===== config.mk =====
export PLATFORM = sky130hd
export DESIGN_NAME = fp32_normalize_flat
export DESIGN_NICKNAME = d
export VERILOG_FILES = /design/src/rtl/fp32_pkg.sv /design/src/rtl/fp32_normalize_if.sv /design/src/rtl/fp32_lzc_window.sv /design/src/rtl/fp32_normalize.sv /design/src/flat_wrapper.sv
export SDC_FILE = /design/constraint.sdc
export NUM_CORES = 1
export LEC_CHECK = 0
export CAP_MARGIN = 20
export CELL_PAD_IN_SITES_DETAIL_PLACEMENT = 0
export CELL_PAD_IN_SITES_GLOBAL_PLACEMENT = 1
export CORE_AREA = 3 3 135 111
export CTS_CLUSTER_SIZE = 25
export DETAILED_ROUTE_END_ITERATION = 10
export DIE_AREA = 0 0 138 114
export MAX_ROUTING_LAYER = met4
export PLACE_DENSITY_LB_ADDON = 0.15
export SYNTH_ARGS = -nofsm -noshare
export SYNTH_HDL_FRONTEND = slang
export SYNTH_SLANG_ARGS = --single-unit

===== constraint.sdc =====
create_clock -name clk -period 5.65 [get_ports clk]
set_input_delay 0.565 -clock clk [delete_from_list [all_inputs] [get_ports clk]]
set_output_delay 0.565 -clock clk [all_outputs]
set_load 0.1 [all_outputs]

===== src/rtl/fp32_pkg.sv =====
// Purpose : shared encodings for the FP32 adder stages (FSM states, exponent limits,
//           mantissa field positions, rounding-mode codes for the downstream rounder).
// Latency : n/a (declarations only).  Backpressure: n/a.
package fp32_pkg;

  typedef enum logic [1:0] {
    ST_IDLE  = 2'd0,
    ST_SHIFT = 2'd1,
    ST_DONE  = 2'd2
  } state_e;

  localparam logic [7:0] EXP_MAX  = 8'd255;
  localparam logic [7:0] EXP_BIAS = 8'd127;

  // Field positions inside the 26-bit raw magnitude.
  localparam int CARRY_BIT  = 25;
  localparam int HIDDEN_BIT = 24;

  // Rounding modes consumed by the rounder that follows the normalizer.
  localparam logic [1:0] RUP   = 2'b00;
  localparam logic [1:0] RDOWN = 2'b01;
  localparam logic [1:0] RTE   = 2'b10;
  localparam logic [1:0] RTAZ  = 2'b11;

endpackage


===== src/rtl/fp32_normalize_if.sv =====
// Purpose : operand (in_*) and normalized-result (out_*) handshake bundle of the normalizer.
// Latency : n/a (wiring only).  Backpressure: valid/ready on both sides.
// Ports   : master = environment (drives operands and out_ready); slave = the normalizer.
interface fp32_normalize_if;
  logic        in_valid;
  logic        in_ready;
  logic        in_sign;
  logic [7:0]  in_exp;
  logic [25:0] in_mag;

  logic        out_valid;
  logic        out_ready;
  logic        out_sign;
  logic [7:0]  out_exp;
  logic [23:0] out_m_norm;
  logic        out_uf;
  logic        out_of;

  modport master (
    output in_valid, in_sign, in_exp, in_mag, out_ready,
    input  in_ready, out_valid, out_sign, out_exp, out_m_norm, out_uf, out_of
  );

  modport slave (
    input  in_valid, in_sign, in_exp, in_mag, out_ready,
    output in_ready, out_valid, out_sign, out_exp, out_m_norm, out_uf, out_of
  );
endinterface


===== src/rtl/fp32_lzc_window.sv =====
// Purpose : leading-zero count of a STEP-bit window, saturating at STEP when all zero.
// Latency : combinational.  Backpressure: n/a.
// Ports   : win_i window (MSB first), lz_o count 0..STEP.
module fp32_lzc_window #(
  parameter int STEP = 4
) (
  input  logic [STEP-1:0] win_i,
  output logic [3:0]      lz_o
);

  // Scan upward so the most significant set bit is the last one to write lz_o.
  always_comb begin
    lz_o = 4'(STEP);
    for (int i = 0; i < STEP; i++) begin
      if (win_i[i]) lz_o = 4'(STEP - 1 - i);
    end
  end

endmodule


===== src/rtl/fp32_normalize.sv =====
// Purpose : normalizes the raw 26-bit add/sub magnitude into sign/exp/M_NORM for the rounder.
// Latency : 2 cycles accept-to-valid with no left shift, +1 per left-shift step (<= STEP bits each).
// Backpressure: one op in flight; in_ready only in IDLE, result held in DONE until out_ready.
// Ports   : clk, rst (sync, active-high), bus (fp32_normalize_if.slave).
module fp32_normalize #(
  parameter int STEP = 4
) (
  input  logic              clk,
  input  logic              rst,
  fp32_normalize_if.slave   bus
);
  import fp32_pkg::*;

  state_e      state_q, state_d;
  logic        sign_q, sign_d;
  logic [8:0]  exp_q, exp_d;        // 9 bits so +1 / -k never wrap
  logic [25:0] mag_q, mag_d;
  logic [7:0]  oexp_q, oexp_d;
  logic [23:0] m_norm_q, m_norm_d;
  logic        uf_q, uf_d;
  logic        of_q, of_d;

  logic [3:0]  lz_w;
  logic [8:0]  lz9, exp_m1, k9, exp_inc;
  logic [25:0] mag_sh;

  fp32_lzc_window #(.STEP(STEP)) u_lzc (
    .win_i (mag_q[HIDDEN_BIT -: STEP]),
    .lz_o  (lz_w)
  );

  // lz already saturates at STEP, so only the exponent floor can further limit k.
  assign lz9     = {5'd0, lz_w};
  assign exp_m1  = exp_q - 9'd1;
  assign k9      = (exp_m1 < lz9) ? exp_m1 : lz9;
  assign exp_inc = exp_q + 9'd1;
  assign mag_sh  = mag_q >> 1;      // old bit1 becomes the round bit, old bit0 dropped

  always_comb begin
    state_d  = state_q;
    sign_d   = sign_q;
    exp_d    = exp_q;
    mag_d    = mag_q;
    oexp_d   = oexp_q;
    m_norm_d = m_norm_q;
    uf_d     = uf_q;
    of_d     = of_q;

    case (state_q)
      ST_IDLE: begin
        if (bus.in_valid) begin
          sign_d = bus.in_sign;
          mag_d  = bus.in_mag;
          exp_d  = (bus.in_exp == 8'd0) ? 9'd1 : {1'b0, bus.in_exp};
          if (bus.in_exp == EXP_MAX) begin
            // Inf/NaN operands bypass normalization untouched.
            oexp_d   = EXP_MAX;
            m_norm_d = bus.in_mag[23:0];
            uf_d     = 1'b0;
            of_d     = 1'b0;
            state_d  = ST_DONE;
          end else begin
            state_d  = ST_SHIFT;
          end
        end
      end

      ST_SHIFT: begin
        if (mag_q == 26'd0) begin
          oexp_d   = 8'd0;
          m_norm_d = 24'd0;
          uf_d     = 1'b0;
          of_d     = 1'b0;
          state_d  = ST_DONE;
        end else if (mag_q[CARRY_BIT]) begin
          uf_d    = 1'b0;
          state_d = ST_DONE;
          if (exp_inc == {1'b0, EXP_MAX}) begin
            oexp_d   = EXP_MAX;
            m_norm_d = 24'd0;
            of_d     = 1'b1;
          end else begin
            oexp_d   = exp_inc[7:0];
            m_norm_d = mag_sh[23:0];
            of_d     = 1'b0;
          end
        end else if (mag_q[HIDDEN_BIT]) begin
          oexp_d   = exp_q[7:0];
          m_norm_d = mag_q[23:0];
          uf_d     = 1'b0;
          of_d     = 1'b0;
          state_d  = ST_DONE;
        end else if (exp_q <= 9'd1) begin
          // Exponent floor reached before the hidden bit: subnormal result.
          oexp_d   = 8'd0;
          m_norm_d = mag_q[23:0];
          uf_d     = 1'b1;
          of_d     = 1'b0;
          state_d  = ST_DONE;
        end else begin
          mag_d = mag_q << k9;
          exp_d = exp_q - k9;
        end
      end

      ST_DONE: begin
        if (bus.out_ready) state_d = ST_IDLE;
      end

      default: state_d = ST_IDLE;
    endcase
  end

  always_ff @(posedge clk) begin
    if (rst) begin
      state_q  <= ST_IDLE;
      sign_q   <= 1'b0;
      exp_q    <= 9'd0;
      mag_q    <= 26'd0;
      oexp_q   <= 8'd0;
      m_norm_q <= 24'd0;
      uf_q     <= 1'b0;
      of_q     <= 1'b0;
    end else begin
      state_q  <= state_d;
      sign_q   <= sign_d;
      exp_q    <= exp_d;
      mag_q    <= mag_d;
      oexp_q   <= oexp_d;
      m_norm_q <= m_norm_d;
      uf_q     <= uf_d;
      of_q     <= of_d;
    end
  end

  assign bus.in_ready   = (state_q == ST_IDLE);
  assign bus.out_valid  = (state_q == ST_DONE);
  assign bus.out_sign   = sign_q;
  assign bus.out_exp    = oexp_q;
  assign bus.out_m_norm = m_norm_q;
  assign bus.out_uf     = uf_q;
  assign bus.out_of     = of_q;

endmodule


===== src/flat_wrapper.sv =====
// flat-port wrapper written by rule: the top's interface ports become plain ports
module fp32_normalize_flat import fp32_pkg::*;
#(
  parameter int STEP = 4
)
  (clk, rst, bus_in_valid, bus_in_sign, bus_in_exp, bus_in_mag, bus_out_ready, bus_in_ready, bus_out_valid, bus_out_sign, bus_out_exp, bus_out_m_norm, bus_out_uf, bus_out_of);
  fp32_normalize_if bus_i ();
  input  logic clk;
  input  logic rst;
  input wire logic [$bits(bus_i.in_valid)-1:0] bus_in_valid;
  input wire logic [$bits(bus_i.in_sign)-1:0] bus_in_sign;
  input wire logic [$bits(bus_i.in_exp)-1:0] bus_in_exp;
  input wire logic [$bits(bus_i.in_mag)-1:0] bus_in_mag;
  input wire logic [$bits(bus_i.out_ready)-1:0] bus_out_ready;
  output wire logic [$bits(bus_i.in_ready)-1:0] bus_in_ready;
  output wire logic [$bits(bus_i.out_valid)-1:0] bus_out_valid;
  output wire logic [$bits(bus_i.out_sign)-1:0] bus_out_sign;
  output wire logic [$bits(bus_i.out_exp)-1:0] bus_out_exp;
  output wire logic [$bits(bus_i.out_m_norm)-1:0] bus_out_m_norm;
  output wire logic [$bits(bus_i.out_uf)-1:0] bus_out_uf;
  output wire logic [$bits(bus_i.out_of)-1:0] bus_out_of;
  assign bus_i.in_valid = bus_in_valid;
  assign bus_i.in_sign = bus_in_sign;
  assign bus_i.in_exp = bus_in_exp;
  assign bus_i.in_mag = bus_in_mag;
  assign bus_i.out_ready = bus_out_ready;
  assign bus_in_ready = bus_i.in_ready;
  assign bus_out_valid = bus_i.out_valid;
  assign bus_out_sign = bus_i.out_sign;
  assign bus_out_exp = bus_i.out_exp;
  assign bus_out_m_norm = bus_i.out_m_norm;
  assign bus_out_uf = bus_i.out_uf;
  assign bus_out_of = bus_i.out_of;
  fp32_normalize #(.STEP(STEP)) u_core (.clk(clk), .rst(rst), .bus(bus_i));
endmodule

== After elaboration in Yosys (flattened, before gate mapping) ==
Cells that the tools add are included.
Cells by class
  $add $sub $neg: 3
  reduce and logical (&&, ||, !) cells: 10
  order comparisons: 2
  equal/unequal tests: 12
  shift-type cells: 1
  muxes and demuxes: 55
Operators with widths (number)
  two-way mux 24 bit: 7
  two-way mux 26 bit: 5
  two-way mux 8 bit: 8
  two-way mux 9 bit: 6
  one-hot mux 26 bit (2 select lines): 1
  one-hot mux 24 bit (2 select lines): 1
  logical NOT 26 bit: 1
  left shift 26 x 9 -> 26 bit: 1
  one-hot mux 9 bit (2 select lines): 1
  one-hot mux 8 bit (2 select lines): 1
  two-way mux 2 bit: 7
  two-way mux 4 bit: 3
  inequality test 2 bit (second input constant): 6
  two-way mux 1 bit: 11
  adder 9 x 1 -> 9 bit (second input constant): 1
  equality test 9 x 8 -> 1 bit (second input constant): 1
  less-or-equal comparator 9 x 1 -> 1 bit (second input constant): 1
  less-than comparator 9 x 4 -> 1 bit: 1
  subtractor 9 x 1 -> 9 bit (second input constant): 1
  subtractor 9 bit: 1
  equality test 8 bit (second input constant): 1
  logical NOT 8 bit: 1
  AND reduction 4 bit: 2
  one-hot mux 2 bit (3 select lines): 1
  other kinds (11): 13
Storage, ports and cells
  word-level logic and storage cells: 93
  flip-flop bits (word level): 72

== Logic depth before layout (Yosys ltp) ==
Gate-level depths: netlist of run 1.
  depth after elaboration: 12
  gate-level depth with buffers: 20
  depth with buffers taken out: 18

== Cells and area by module ==
From an unflattened synthesis of run 1, not the netlist that was laid out.
Unflattened totals
  cells, all modules: 833
  area, all modules: 5977.0 um2
Modules (own cells, without submodules)
  fp32_normalize: instances 1, area an instance 5929.4 um2, cells an instance 825
  fp32_lzc_window: instances 1, area an instance 47.5 um2, cells an instance 8

== Least setup slack after synthesis of run 1 ==
Ideal clock, no wire load.
  path type: register to register
  start point: reg u_core.exp_q[0]
  end point: reg u_core.exp_q[6]
  path buffers: 2
  data required time: 5.555 ns
  arrival time: 4.459 ns
  stages on the path, launching flop included: 20
  period minus slack after synthesis: 4.554 ns
  slack: 1.096 ns
  cell sequence: dfxtp_1 clkbuf_1 inv_1 clkbuf_1 ha_1 xor2_1 ha_1 or3_1 a211o_1 a221o_1 nor3_2 nor2_4 inv_2 ha_1 inv_1 fa_1 a211o_1 nor3_1 o21ai_0 a221oi_1
Between the ends
  cells in the longest elaborated chain, start to end: 9
  elaborated cells between the ends (all ways): 12
  those cells by class: add/sub (2); order compare (2); eq/ne (1); mux (6); reduce/logical (1)
RTL lines
  start: declaration: line fp32_normalize.sv:16  | logic [8:0] exp_q, exp_d;
  start signal: assignment: line fp32_normalize.sv:127  | exp_q <= exp_d;
  subtractor 9 x 1 -> 9 bit: line fp32_normalize.sv:34  | assign exp_m1 = exp_q - 9'd1;
  less-than comparator 9 x 4 -> 1 bit: line fp32_normalize.sv:35  | assign k9 = (exp_m1 < lz9) ? exp_m1 : lz9;
  two-way mux 9 bit: line fp32_normalize.sv:35
  subtractor 9 bit: line fp32_normalize.sv:102  | exp_d = exp_q - k9;
  two-way mux 9 bit: line fp32_normalize.sv:93  | end else if (exp_q <= 9'd1) begin
  two-way mux 9 bit: line fp32_normalize.sv:87  | end else if (mag_q[HIDDEN_BIT]) begin
  two-way mux 9 bit: line fp32_normalize.sv:75  | end else if (mag_q[CARRY_BIT]) begin
  two-way mux 9 bit: line fp32_normalize.sv:69  | if (mag_q == 26'd0) begin
  one-hot mux 9 bit (2 select lines): line fp32_normalize.sv:49  | case (state_q)
Several ways; a longest one is shown, not always the timed one. The select of a mux whose other input is x is not followed.
A chain may end at the register's enable or synchronous reset.

== Worst setup path in the final report of run 1 ==
  start point: reg u_core.exp_q[1]
  end point: reg u_core.exp_q[6]
Same word-level chain as after synthesis.

==> run metrics, run 1 <==
area delta synth->final=20.3%; DP Area=0.00627 mm2; TNS Setup=0 ps; CTS tree=built; Period minus WS final=4990 ps; Row Count=38; RSZ-0062 raised after global routing=false; grt total ovfl=0; max-slew violations=0; n_diodes=0; clock root cell=clkbuf_16; Worst Path Class, Setup=flop to flop; routability cong.=0.926; Main synth FF type=dfxtp_1; sw power=1.95 mW; Sw Ratio=54.6%; Int Pwr=1.62 mW; Pleak=2.33 nW; clock-pin slew on the worst setup and hold paths=60 ps; Synth async-reset ratio=0%; Crit. End Element=flop; Antenna Violating Nets Remaining=0; Final Worst Setup Slack=663 ps; die area=0.0157 mm2; Die H=114 um; Required @ worst endpoint=5910 ps; Cells after Synth=783; Num CTS Buffers=9; combinational share of power=61.3%; starting density of the core=40.1%; number of nets in the layout=864; most frequent cells in the layout=nand2_1 (125), a21oi_1 (75), clkdlybuf4s50_1 (74); clock latency at the later pin of the worst-skew pair=360 ps; core area=0.0136 mm2; Hold Violations, Final=0; wire per inst=21.7 um; DR vias/cell=6.30; met3 routed WL=2020 um; wl on met1=10,700 um; Met2 Wirelength=8520 um; via count=6,295; DR iter-0 viols=650; average size of a mapped cell=6.96 um2; achievable clock frequency=0.201 GHz; Final Cell Area=0.00656 mm2; startpoint types=flop; DP HPWL=15,400 um; pin count of the biggest net entering global routing=76; Final Cycle Share=88.3%; Resized cells post-CTS=0; Post-synth EDFFs=0; outcome=finished, final reports clean; first-pass GRT wire length=34,600 um; DR top layer=met4; Cell variety after synth=70; Critical Path Fanout Max=16; WL final=21,700 um; Clk pwr share=15.9%; vias in the first global route=6,077; relative slew slack=30.6%; drt first pass iters=5; port bufs=75; dpl cells=984; Synth Cell Area=0.00545 mm2; CTS Buffer Depth=2; clk sinks=72; hold_ws=456 ps; most common cell after layout, fill and taps aside=nand2_1; number of remaining DRC errors=0; HP Class=flop to flop; initial antenna violation count=0; pre-CTS setup slack=753 ps; Worst VDD drop=0.267 mV; PwrDens=546 mW/mm2; hold_buf cts=0; post-CTS setup buffer count=0; Sequential Power Share=22.8%; worst clock skew=8.46 ps; FF+latch count, synth=72; Post-Synthesis Net Count=832; Die X-Extent=138 um; total of max-cap violations=0; I/O Pins=76; sequential fraction of the synthesis area=26.4%; final std cells w/o fill=1,000; Setup Viol. Count Final=0; Worst-Margin Slew=1040 ps; layout cells sized above 1=7.44%; CTS H-tree depth=3; yosys warns=0; Data arrival, critical path=5240 ps; gr usage total=28.2%
==> critical path, stage by stage (launching register included) <==
cell      delay [ps]
dfxtp_1          610
inv_1            160
ha_1             290
xor2_1           210
ha_1             220
or3_1            310
a211o_1          260
a221o_1          270
buf_4            200
nor3_2           440
nor2_4           150
inv_2            120
ha_1             160
inv_1             70
fa_1             460
a211o_1          340
nor3_1           190
o21ai_0          110
a221oi_1         310
==> path summary, 6_finish.rpt <==
check	startpoint	to	slack, ps	cells after the start
max	u_core.exp_q[1]	u_core.exp_q[6]	660	18
min	u_core.bus.out_exp[5]	u_core.bus.out_exp[5]	460	2
min reg2reg	u_core.bus.out_exp[5]	u_core.bus.out_exp[5]	460	2
max reg2reg	u_core.exp_q[1]	u_core.exp_q[6]	660	18
==> power by group through the flow <==
stage | registers (mW) | logic [mW] | clock network (mW)
6_report | 0.815 | 2.19 | 0.569
5_1_grt | 0.827 | 2.37 | 0.594
4_1_cts | 0.803 | 2.17 | 0.577
3_5_place_dp | 0.812 | 2.15 | 0
3_3_place_gp | 0.808 | 2.14 | 0
2_1_floorplan | 1.02 | 1.37 | 0
==> cell usage after synthesis (all sizes together), types with 2 or more instances <==
cell       n  area share, %
a22oi     13            1.8
nand2    126            8.7
o311ai     2           0.32
mux2i     12            2.2
a221o      5           0.92
o22ai      3           0.34
clkbuf    59            4.1
xnor2      3           0.48
xor2       3           0.48
or3        6           0.69
and2       2           0.28
inv       15            1.0
and3      12            1.4
nor2b     10            1.1
a221oi     4           0.76
o311a      2           0.37
nor2      72            5.1
o21ai     38            3.5
a211oi    26            3.6
nand2b     6           0.69
a21o       6           0.83
o32ai      3           0.48
a41oi      2           0.32
o221ai     9            1.4
nor3      39            3.8
o211a      2           0.37
buf       15            1.7
a211o      9            1.4
a31oi     15            1.7
a2111o     2           0.41
ha         9            2.1
nand3     37            3.4
a21oi     77            7.2
a311oi    12            1.9
o31ai      3           0.67
mux2       7            1.4
o2bb2ai    2           0.32
nand4      6           0.69
nor4       9            1.1
or4        2           0.28
o21a       2           0.28
dfxtp     72             26
o211ai    12            1.7
==> per-layer routing <==
layer,GRT usage (%),vias up
li1,-,2948
met1,41.6,3002
met2,37.4,306
met3,7.17,39
met4,8.16,0
met5,-,-
==> area by class of cell <==
cell class	instances	area (um2)
inverters	15	56.3
multi-input cells	622	3650
flip-flops and latches	72	1440
clock inverters	6	50.0
clock buffers	10	239
repair buffers	95	896
fillers	1433	7040
well taps	180	225
==> logic make-up (layout without fill, tap and decap cells) <==
family                     count (synthesis)  count (layout)  synth area share [%]
and+or+nand+nor                          331             331                  27.8
AOI/OAI and AO/OA                        256             256                  31.9
buffers and inverters                     89             126                  6.79
DFF                                       72              72                  26.4
muxes                                     19              19                  3.65
adders and majority gates                 10              10                  2.43
xor gates and xnor gates                   6               6                 0.964
==> registers in the layout, indices dropped and copies added (netlist names) <==
name and count:
u_core.bus.out_exp 8, u_core.bus.out_uf 1, u_core.mag_q 26, u_core.bus.out_m_norm 24, u_core.bus.out_sign 1, u_core.bus.out_of 1
u_core.state_q 2, u_core.exp_q 9
==> metrics by stage <==
stage,util (%),power [mW]
global placement,46.1,2.95
floorplan,-,2.39
global route,48.2,3.79
detailed placement,46.1,2.97
finish,48.2,3.58
CTS,48.2,3.54
(Power assumes the default switching activity.)
==> inputs of run 2 (changes only) <==
--- a/config.mk
+++ b/config.mk
@@ -12,6 +12,7 @@
 export CTS_CLUSTER_SIZE = 25
 export DETAILED_ROUTE_END_ITERATION = 10
 export DIE_AREA = 0 0 138 114
+export GPL_TIMING_DRIVEN = 0
 export MAX_ROUTING_LAYER = met4
 export PLACE_DENSITY_LB_ADDON = 0.15
 export SYNTH_ARGS = -nofsm -noshare
==> run metrics, run 2 (synthesis gave the netlist of run 1 again) <==
outcome=finished, final reports clean; Critical Path Fanout Max=12 (-4); largest register by flop count=u_core.mag_q; Data arrival, critical path=5440 ps (+200 ps); port bufs=75 (unchanged); routability cong.=0.979 (+5.7%); relative slew slack=28.3% (-2.3 points); CTS Buffer Depth=2 (unchanged); Row Count=38 (unchanged); first-pass GRT wire length=36,600 um (+5.8%); Worst Path Class, Setup=flop to flop; CTS tree=built; DP HPWL=18,400 um (+20%); fillers=1,425 (-0.56%); TNS Setup=0 ps (unchanged); die area=0.0157 mm2 (unchanged); Final Worst Setup Slack=463 ps (-200 ps); most common cell after layout, fill and taps aside=nand2_1; storage element area=0.00144 mm2 (unchanged); Worst VDD drop=0.287 mV (+7.8%); gr usage total=30.9% (+2.7 points); crit path to=u_core.exp_q[5]; area delta synth->final=23.9%; pre-CTS setup slack=51.2 ps (-702 ps); Required @ worst endpoint=5900 ps (about the same); Crit. End Element=flop; Worst-Margin Slew=1070 ps (+26.6 ps); CTS H-tree depth=3 (unchanged); area of the multi-input gates=0.00365 mm2 (-0.14%); clk sinks=72 (unchanged); Tot Pwr=3.77 mW (+5.3%); DR vias/cell=6.30 (+0.13%); startpoint types=flop; Period minus WS final=5190 ps (+200 ps); Num CTS Buffers=9 (unchanged); Reg-to-Reg End=u_core.exp_q[5]; grt total ovfl=0 (unchanged); WL final=24,100 um (+11%); number of remaining DRC errors=0 (unchanged); max FFs per register=26 (unchanged); total of max-cap violations=0 (unchanged); achievable clock frequency=0.193 GHz (-3.9%); max-slew violations=0 (unchanged); DR iter-0 viols=921 (+42%); post-CTS setup buffer count=0 (unchanged); vias in the first global route=6,132 (+0.91%); core area=0.0136 mm2 (unchanged); Hold Violations, Final=0 (unchanged); Pleak=2.38 nW (+2.4%); Hold Path Depth=2 (unchanged); pin count of the biggest net entering global routing=14 (-82%); flop2flop setup slack=460 ps (-200 ps); Final Cycle Share=91.8% (+3.5 points); Setup Viol. Count Final=0 (unchanged); clock root cell=clkbuf_16; Die H=114 um (unchanged); PwrDens=558 mW/mm2 (+2.2%); RSZ-0062 raised after global routing=false; HP Class=flop to flop; crit path launch=u_core.exp_q[0]; wire per inst=22.9 um (+5.7%); Die X-Extent=138 um (unchanged); clock latency at the later pin of the worst-skew pair=350 ps (about the same); Antenna Violating Nets Remaining=0 (unchanged); n_diodes=0 (unchanged); drt first pass iters=5 (unchanged); clock-pin slew on the worst setup and hold paths=60 ps (about the same); starting density of the core=40.1% (unchanged); most frequent cells in the layout=nand2_1 (125), a21oi_1 (75), clkdlybuf4s50_1 (75); layout cells sized above 1=5.73% (-1.7 points); worst clock skew=7.68 ps (-0.781 ps); number of nets in the layout=917 (+6.1%); via count=6,637 (+5.4%); final core utilization=49.7% (+1.4 points); I/O Pins=76 (unchanged); initial antenna violation count=0 (unchanged); Worst R2R Path Depth=19 (+1); worst reg2reg path startpoint=u_core.exp_q[0]
[run 2: changes by cell type in the layout (fill, tap and decap cells not counted), moves of 3 or more]
| cell | previous run | this run |
|---|---|---|
| buf_6 | 0 | 3 |
| clkbuf_2 | 0 | 3 |
| buf_1 | 0 | 4 |
| clkbuf_1 | 0 | 56 |
| buf_2 | 1 | 7 |
| buf_4 | 20 | 1 |
| inv_6 | 3 | 0 |
[run 2: area by class of cell]
type                       count  area share, %
buffer                        73           4.63
clock buffer                  10           3.39
clock inverter                 6           1.39
tap                          180           3.33
timing repair buffer          75           11.1
inverter                      15          0.833
multi-input combinational    622           54.0
sequential                    72           21.3
[run 2: critical path: stages (launching register included)]
cell and delay [ps]:
dfxtp_1 370, clkbuf_2 220, inv_1 150, clkbuf_2 270, ha_1 340, xor2_1 200, ha_1 200, or3_1 300
a211o_1 260, a221o_1 390, or3_1 430, and2_4 190, inv_2 170, buf_2 290, ha_1 310, a21o_1 200
or2_2 310, o21ai_0 150, a21oi_1 100, a211oi_1 260
[run 2: repair_timing]
action	in CTS	in global routing
endpoints found under the setup margin	0	6
gates resized for setup	0	5
hold buffers	0	0
hold endpoints to repair	0	0
[run 2: metal layers]
metal	wire, um	global-route usage (%)	up-vias
li1	-	-	3064
met1	11500	45.0	3147
met2	9760	43.1	388
met3	2320	6.50	38
met4	497	7.90	0
met5	0	-	-
[run 2: power breakdown]
| part | leakage, nW | switching [mW] | total (mW) | internal, mW |
|---|---|---|---|---|
| Sequential | 0.592 | 0.147 | 0.765 | 0.618 |
| Clock | 0.153 | 0.244 | 0.633 | 0.389 |
| Combinational | 1.64 | 1.65 | 2.37 | 0.723 |
| Total | 2.38 | 2.04 | 3.77 | 1.73 |
[run 2: worst min path at each step]
stage / end / from / slack [ps]
floorplan: u_core.mag_q[1] / u_core.mag_q[1] / 520
global placement: u_core.bus.out_exp[5] / u_core.bus.out_exp[5] / 440
detailed placement: u_core.bus.out_exp[4] / u_core.bus.out_exp[4] / 460
CTS: u_core.bus.out_exp[4] / u_core.bus.out_exp[4] / 470
global route: u_core.bus.out_exp[3] / u_core.bus.out_exp[3] / 490
finish: u_core.bus.out_exp[6] / u_core.bus.out_exp[6] / 460
[run 2: metrics by stage]
stage / hold slack (ps) / cells / area, um2
2_1_floorplan: 523 / 783 / 5450
6_report: 461 / 1053 / 6760
5_1_grt: 488 / 1053 / 6760
3_3_place_gp: 444 / 1038 / 6430
3_5_place_dp: 457 / 1038 / 6430
4_1_cts: 465 / 1054 / 6750
==> inputs of run 3 (changes only) <==
--- a/config.mk
+++ b/config.mk
@@ -9,12 +9,15 @@
 export CELL_PAD_IN_SITES_DETAIL_PLACEMENT = 0
 export CELL_PAD_IN_SITES_GLOBAL_PLACEMENT = 1
 export CORE_AREA = 3 3 135 111
+export CTS_CLUSTER_DIAMETER = 60
 export CTS_CLUSTER_SIZE = 25
 export DETAILED_ROUTE_END_ITERATION = 10
 export DIE_AREA = 0 0 138 114
 export GPL_TIMING_DRIVEN = 0
 export MAX_ROUTING_LAYER = met4
 export PLACE_DENSITY_LB_ADDON = 0.15
+export SKIP_LAST_GASP = 1
+export SLEW_MARGIN = 20
 export SYNTH_ARGS = -nofsm -noshare
 export SYNTH_HDL_FRONTEND = slang
 export SYNTH_SLANG_ARGS = --single-unit
==> results of run 3 <==
Final layout, timing and power as in run 2 (identical DEF).
